===== src/rtl/serial_pkg.sv =====
// rtl/serial_pkg.sv - shared types and defaults for the serial operand serializer
package serial_pkg;

    typedef enum logic [1:0] {
        ST_IDLE  = 2'd0,
        ST_SHIFT = 2'd1,
        ST_GAP   = 2'd2
    } ser_state_t;

    localparam int DEF_WIDTH = 4;
    localparam int DEF_GAP   = 1;

endpackage


===== src/rtl/sync_fifo2.sv =====
// rtl/sync_fifo2.sv - two-entry operand buffer with wrapping pointers and separate count
module sync_fifo2 #(
    parameter int WIDTH = 4
) (
    input  logic             clk,
    input  logic             reset,
    input  logic             i_push,
    input  logic [WIDTH-1:0] i_data,
    input  logic             i_pop,
    output logic [WIDTH-1:0] o_data,
    output logic             o_full,
    output logic             o_empty
);

    logic [WIDTH-1:0] r_mem [2];
    logic             r_wptr;
    logic             r_rptr;
    logic [1:0]       r_count;
    logic             w_push;
    logic             w_pop;

    assign o_full  = (r_count == 2'd2);
    assign o_empty = (r_count == 2'd0);
    assign o_data  = r_mem[r_rptr];
    assign w_push  = i_push && !o_full;
    assign w_pop   = i_pop && !o_empty;

    // The count disambiguates full from empty since both pointers are one bit.
    always_ff @(posedge clk or negedge reset) begin
        if (!reset) begin
            r_wptr  <= 1'b0;
            r_rptr  <= 1'b0;
            r_count <= 2'd0;
            for (int i = 0; i < 2; i++) begin
                r_mem[i] <= '0;
            end
        end else begin
            if (w_push) begin
                r_mem[r_wptr] <= i_data;
                r_wptr        <= ~r_wptr;
            end
            if (w_pop) begin
                r_rptr <= ~r_rptr;
            end
            case ({w_push, w_pop})
                2'b10:   r_count <= r_count + 2'd1;
                2'b01:   r_count <= r_count - 2'd1;
                default: r_count <= r_count;
            endcase
        end
    end

endmodule


===== src/rtl/serial_operand_serializer.sv =====
// rtl/serial_operand_serializer.sv - buffers parallel operands and shifts them out LSB first with idle gaps
module serial_operand_serializer
    import serial_pkg::*;
#(
    parameter int WIDTH = DEF_WIDTH,
    parameter int GAP   = DEF_GAP
) (
    input  logic             clk,
    input  logic             reset,
    input  logic             s_valid,
    output logic             s_ready,
    input  logic [WIDTH-1:0] s_data,
    output logic             tx_start,
    output logic             ser_out,
    output logic             frame_done,
    output logic             busy
);

    localparam int              BCW      = (WIDTH > 1) ? $clog2(WIDTH) : 1;
    localparam logic [BCW-1:0]  LAST_BIT = BCW'(WIDTH - 1);
    localparam logic [2:0]      LAST_GAP = 3'(GAP - 1);

    ser_state_t       r_state;
    ser_state_t       w_state_nxt;
    logic [WIDTH-1:0] r_shreg;
    logic [WIDTH-1:0] w_shreg_nxt;
    logic [BCW-1:0]   r_bitcnt;
    logic [BCW-1:0]   w_bitcnt_nxt;
    logic [2:0]       r_gapcnt;
    logic [2:0]       w_gapcnt_nxt;
    logic             w_pop;
    logic             w_full;
    logic             w_empty;
    logic [WIDTH-1:0] w_head;

    sync_fifo2 #(
        .WIDTH (WIDTH)
    ) u_fifo (
        .clk     (clk),
        .reset   (reset),
        .i_push  (s_valid),
        .i_data  (s_data),
        .i_pop   (w_pop),
        .o_data  (w_head),
        .o_full  (w_full),
        .o_empty (w_empty)
    );

    assign s_ready = !w_full;

    always_ff @(posedge clk or negedge reset) begin
        if (!reset) begin
            r_state  <= ST_IDLE;
            r_shreg  <= '0;
            r_bitcnt <= '0;
            r_gapcnt <= '0;
        end else begin
            r_state  <= w_state_nxt;
            r_shreg  <= w_shreg_nxt;
            r_bitcnt <= w_bitcnt_nxt;
            r_gapcnt <= w_gapcnt_nxt;
        end
    end

    always_comb begin
        w_state_nxt  = r_state;
        w_shreg_nxt  = r_shreg;
        w_bitcnt_nxt = r_bitcnt;
        w_gapcnt_nxt = r_gapcnt;
        w_pop        = 1'b0;
        tx_start     = 1'b0;
        ser_out      = 1'b0;
        frame_done   = 1'b0;
        busy         = (r_state != ST_IDLE) || !w_empty;
        case (r_state)
            ST_IDLE: begin
                if (!w_empty) begin
                    w_pop        = 1'b1;
                    w_shreg_nxt  = w_head;
                    w_bitcnt_nxt = '0;
                    w_state_nxt  = ST_SHIFT;
                end
            end
            ST_SHIFT: begin
                ser_out      = r_shreg[0];
                tx_start     = (r_bitcnt == '0);
                frame_done   = (r_bitcnt == LAST_BIT);
                w_shreg_nxt  = r_shreg >> 1;
                w_bitcnt_nxt = r_bitcnt + 1'b1;
                if (r_bitcnt == LAST_BIT) begin
                    w_bitcnt_nxt = '0;
                    w_gapcnt_nxt = '0;
                    w_state_nxt  = ST_GAP;
                end
            end
            ST_GAP: begin
                // Chaining the next pop here keeps frames exactly WIDTH+GAP apart.
                if (r_gapcnt == LAST_GAP) begin
                    if (!w_empty) begin
                        w_pop        = 1'b1;
                        w_shreg_nxt  = w_head;
                        w_bitcnt_nxt = '0;
                        w_state_nxt  = ST_SHIFT;
                    end else begin
                        w_state_nxt  = ST_IDLE;
                    end
                end else begin
                    w_gapcnt_nxt = r_gapcnt + 3'd1;
                end
            end
            default: begin
                w_state_nxt = ST_IDLE;
            end
        endcase
    end

endmodule


===== config.mk =====
export PLATFORM = sky130hd
export DESIGN_NAME = serial_operand_serializer
export DESIGN_NICKNAME = d
export VERILOG_FILES = /design/src/rtl/serial_pkg.sv /design/src/rtl/sync_fifo2.sv /design/src/rtl/serial_operand_serializer.sv
export SDC_FILE = /design/constraint.sdc
export NUM_CORES = 1
export LEC_CHECK = 0
export CAP_MARGIN = 10
export CORE_MARGIN = 2
export CORE_UTILIZATION = 40
export DETAILED_ROUTE_END_ITERATION = 8
export PLACE_DENSITY_LB_ADDON = 0.12
export SETUP_SLACK_MARGIN = 0.3
export SYNTH_ARGS = -nofsm -noshare
export SYNTH_HDL_FRONTEND = slang
export SYNTH_HIERARCHICAL = 1
export SYNTH_SLANG_ARGS = --single-unit

===== constraint.sdc =====
create_clock -name clk -period 1.7 [get_ports clk]
set_input_delay 0.255 -clock clk [delete_from_list [all_inputs] [get_ports clk]]
set_output_delay 0.255 -clock clk [all_outputs]
set_load 0.005 [all_outputs]

## Word level (Yosys, flattened, before mapping)

Index checks and enable logic that the tools add are counted.
Widths: inputs -> output; s select.

| operators by class | value |
|---|---|
| add/sub/neg operators | 4 |
| magnitude comparators | 3 |
| equal/unequal tests | 10 |
| mux-type cells | 28 |
| bitwise operators | 4 |
| reduce and logical (&&, ||, !) cells | 17 |

Operator list:

| operator | count |
|---|---|
| $mux 4 | 6 |
| $mux 2 | 6 |
| $pmux 2 s3 | 2 |
| $pmux 4 s3 | 1 |
| $bwmux 8 | 1 |
| $eq 2x2->1 const B | 4 |
| $ne 2x2->1 const B | 4 |
| $logic_not 2->1 | 3 |
| $mux 1 | 6 |
| $mux 3 | 2 |
| $pmux 3 s2 | 1 |
| $reduce_and 3->1 | 2 |
| $reduce_bool 2->1 | 3 |
| $add 2x1->2 const B | 2 |
| $demux 4 s1 | 1 |
| $eq 2x1->1 const B | 2 |
| $ge 2x2->1 const B | 2 |
| $not 1->2 | 2 |
| $pmux 2 s2 | 1 |
| $add 3x1->3 const B | 1 |
| $logic_and 1x1->1 | 3 |
| $logic_not 3->1 | 1 |
| $reduce_bool 3->1 | 1 |
| $logic_not 1->1 | 2 |
| 6 further kinds | 7 |

| storage, ports and cells | value |
|---|---|
| flip-flop bits (word level) | 23 |
| output and inout bits | 5 |
| word-level logic and storage cells | 75 |

## Logic depth before layout (Yosys ltp)

| logic depth | value |
|---|---|
| depth in word-level cells | 7 |
| gate-level depth with buffers | 10 |
| depth with buffers taken out | 10 |

## Modules after synthesis

Netlist, hierarchy kept.

By module, submodules not included:

| module | times used | cells each | area an instance (µm²) | seq. area each (µm²) |
|---|---|---|---|---|
| serial_operand_serializer | 1 | 57 | 626.9 | 275.3 |
| sync_fifo2 | 1 | 39 | 556.8 | 300.3 |

## Worst setup path after synthesis

OpenSTA, ideal clock, no wires.

| timing path | value |
|---|---|
| path type | register to register |
| from | reg r_gapcnt[0] |
| to | reg u_fifo.r_count[1] |
| data arrival time | 1.765 ns |
| setup slack | -0.144 ns |
| stages on the path, launching flop included | 10 |
| path buffers | 0 |
| cell sequence | dfrtp_1 > inv_1 > ha_1 > nand2b_1 > and2_1 > nor3_1 > nor2b_1 > ha_1 > nor2_1 > xor2_1 |

| on the way | value |
|---|---|
| cells in the longest elaborated chain, start to end | 6 |

Ends and longest elaborated chain:

| what | RTL line | source |
|---|---|---|
| start, declared | serial_operand_serializer.sv:29 | `logic [2:0] r_gapcnt;` |
| start signal, assigned | serial_operand_serializer.sv:61 | `r_gapcnt <= w_gapcnt_nxt;` |
| $logic_not 3->1 * | serial_operand_serializer.sv:98 | `if (r_gapcnt == LAST_GAP) begin` |
| $mux 1 * | serial_operand_serializer.sv:98 |  |
| $pmux 1 s2 * | serial_operand_serializer.sv:75 | `case (r_state)` |
| named net w_pop | serial_operand_serializer.sv:31 | `logic w_pop;` |
| $logic_and 1x1->1 * | sync_fifo2.sv:26 | `assign w_pop = i_pop && !o_empty;` |
| named net u_fifo.w_pop | sync_fifo2.sv:20 | `logic w_pop;` |
| $eq 2x1->1 / $eq 2x2->1 (equally long branches) | sync_fifo2.sv:45 | `case ({w_push, w_pop})` |
| $pmux 2 s2 / $reduce_bool 2->1 (equally long branches) | n/a |  |
| end signal, assigned | sync_fifo2.sv:46 | `2'b10: r_count <= r_count + 2'd1;` |
| end signal, assigned | sync_fifo2.sv:47 | `2'b01: r_count <= r_count - 2'd1;` |
| end signal, assigned | sync_fifo2.sv:48 | `default: r_count <= r_count;` |
| end, declared | sync_fifo2.sv:18 | `logic [1:0] r_count;` |

Mark *: on every way through the listed nets, which the timed path passes. The rest lies on a longest branch.
A chain may end at the register's enable or synchronous reset.

## Worst setup path after layout

| timing path | value |
|---|---|
| from | reg r_gapcnt[1] |
| to | reg u_fifo.r_count[1] |

The elaborated chain is that of the path after synthesis.

==> summary.md <==
| Metric | Value |
|---|---|
| Routability cong. | 0.811 |
| Via count | 835 |
| Min Tclk post-route | 1.66 ns |
| Total design power | 3340 uW |
| Post-Syn Instances | 96 |
| ANT nets after route | 0 |
| YS warnings | 6 |
| TritonCTS Buffers | 3 |
| Gr usage total | 0.162 |
| CP most frequent cell | ha_4 |
| Cts hold-fix bufs | 0 |
| Worst VDD drop | 0.00125 V |
| Yosys top cell by area | dfrtp_1 |
| CTS tree | done |
| Largest net degree at the start of global routing | 24 |
| Final Cycle Share | 0.978 |
| Crit-path max cell delay | 0.41 ns |
| Fmax | 601 MHz |
| Grt total ovfl | 0 |
| Vias in the first global route | 895 |
| Worst Hold Class | in -> async |
| Area grow syn2layout | 52.2% |
| Synth top area cells | dfrtp_1 (49%), mux2_2 (14%), ha_1 (5.3%) |
| Final slew viol count | 0 |
| Final setup violating endpoints | 0 |
| Max-Cap Viols | 0 |
| Post-synthesis cell area | 0.00118 mm^2 |
| CTS root buf | clkbuf_4 |
| Worst slew margin | 0.797 |
| Pwr dens | 1850 mW/mm^2 |
| CP Cell Sequence | inv_2 -> ha_4 -> nand2b_4 -> and2_4 -> nor3_2 -> nor2b_4 -> ha_4 -> xnor2_2 -> nor2_4 -> xor2_1 |
| Main synth FF type | dfrtp_1 |
| Row cnt | 19 |
| Slowest stage cell, crit path | dfrtp_1 |
| Initial antenna violation count | 0 |
| RR Endpoint | u_fifo/r_count[1] |
| Worst slew pin tran | 0.304 ns |
| Crit path launch type | flop |
| Final hold viol count | 0 |
| Number of synthesized flops with an enable pin | 0 |
| Clk slew on worst S/H paths | 0.13 ns |
| WP data arrival | 1.89 ns |
| Initial DRC count | 20 |
| Ant. Diodes | 0 |
| First-pass GRT wire length | 4110 um |
| Run status | complete, no violations |
| Seq/Total Area, Yosys | 0.486 |
| Clock Sink Count | 23 |
| First-pass DRT Iterations | 4 |
| Yosys reg bits | 23 |
| Total placed cells including tap cells | 141 |
| Die area | 0.00341 mm^2 |
| Core Area | 0.00278 mm^2 |
| Post-DP HPWL | 1490 um |
| Netlist cell types | 30 |
| Syn_area_per_cell | 12.3 um^2 |
| RR Startpoint | r_gapcnt[1] |
| Filler instances | 224 |
| Asr flop ratio synth | 1.00 |
| Synth top cells by count | dfrtp_1 (23), mux2_2 (15), inv_1 (7) |
| I/O pin total | 12 |
| Leak | 0.000855 uW |
| Clock skew | 0.00242 ns |
| Req. time, crit path | 1.93 ns |
| Clk_lat worst skew | 0.33 ns |
| Die Y | 58.4 um |
| Starting Density | 0.426 |
| Wirelength per Cell | 14.6 um |
| DRT Wirelength | 2480 um |
| DR vias/cell | 4.91 |
| Syn nets | 108 |
| Max clock buf depth | 2 |
| Die width | 58.4 um |
| CP Class | reg -> reg |
| CP Max Fanout | 2 |
| Reg-to-reg slack, setup | 0.04 ns |
| Remaining DRCs | 0 |
| Fraction of layout cells with a size suffix above 1 | 0.633 |
| Cell Count, Final, Fillers Out | 170 |
| Nets | 152 |
| Crit. End Element | flop |
| # port buffers | 11 |
| Count leader, synth | dfrtp_1 |
| Top cell type's share of synthesized area | 0.486 |
| CTS H-tree lvls | 1 |
| Register-to-Register Path Depth | 10 |
| RSZ-0062 raised after global routing | true |
power breakdown:
group / switching [uW] / total, uW / internal, uW
Clock: 183 / 273 / 90.2
Combinational: 701 / 2070 / 1370
Sequential: 206 / 1000 / 796
Total: 1090 / 3340 / 2250
final cells by class:
class	instances	area (um^2)	area share
clock buffer	3	22.5	0.0125
clock inverter	1	7.51	0.00417
inverter	8	32.5	0.0181
multi-input combinational	63	722	0.401
sequential	23	579	0.322
tap	31	38.8	0.0215
timing repair buffer	41	399	0.222
logic make-up (layout without fill, tap and decap cells):
logic type | count (synthesis) | count (layout) | synth area share
AO/OA/AOI/OAI | 9 | 9 | 0.0560
XOR/XNOR | 5 | 5 | 0.0370
adder cells (fa/ha/maj) | 5 | 5 | 0.0529
buffers and inverters | 10 | 53 | 0.0391
flip-flops | 23 | 23 | 0.486
multiplexers | 20 | 20 | 0.203
AND/OR/NAND/NOR | 24 | 24 | 0.126
sequential cells by signal, indices dropped and copies added (netlist names):
name	flops
r_bitcnt	2
r_state	2
r_gapcnt	3
u_fifo/r_mem	8
u_fifo/r_rptr	1
r_shreg	4
u_fifo/r_wptr	1
u_fifo/r_count	2
worst max-delay path, delay by kind of cell (launching register included):
family                     cells  cell delay, ns
and+or+nand+nor                5            0.52
DFF                            1            0.41
adders and majority gates      2            0.29
xor gates and xnor gates       2            0.25
buffers and inverters          1            0.09
stage by stage:
stage	worst slack, ns	setup TNS, ns	util	cell area, um^2	hold slack, ns
2_1_floorplan	0.0840	0	-	1250	-0.0406
3_3_place_gp	0.0655	0	0.511	1420	0.474
3_5_place_dp	0.0325	0	0.511	1420	0.488
4_1_cts	0.0461	0	0.597	1660	0.261
5_1_grt	-0.0753	-0.0753	0.648	1800	0.253
6_report	0.0368	0	0.648	1800	0.261
cell usage in the layout, fill, tap and decap left out, drive strengths merged, types with 3 or more instances in the layout:
cell type,n
clkdlybuf4s50,6
nor2b,4
inv,8
dfrtp,23
nor2,3
nand2,5
buf,35
o21ai,3
a21oi,3
ha,5
clkbuf,3
and2,3
xnor2,3
mux2,20
per-layer routing:
metal  vias to the layer above  global-route usage  routed length (um)
met5                         -                   0                   0
met4                         0              0.0399                  47
met3                         6              0.0462                 114
met2                        15               0.281                1280
met1                       404               0.199                1040
li1                        410                   -                   -
how the worst max path moves through the flow:
| stage | end | slack [ns] | from |
|---|---|---|---|
| floorplan | u_fifo/r_count[1] | 0.08 | r_gapcnt[1] |
| global placement | u_fifo/r_count[1] | 0.07 | r_gapcnt[1] |
| detailed placement | u_fifo/r_count[1] | 0.03 | r_gapcnt[0] |
| CTS | u_fifo/r_count[1] | 0.05 | r_gapcnt[0] |
| global route | u_fifo/r_count[1] | -0.08 | r_gapcnt[1] |
| finish | u_fifo/r_count[1] | 0.04 | r_gapcnt[1] |
repair_timing:
item                       CTS  global route
setup buffers               22             3
gates resized for setup     41            29
hold endpoints to repair     0             0
setup endpoints to repair   15            23
pin swaps                    7             7
Note: power is estimated with default switching activity, not from simulation.
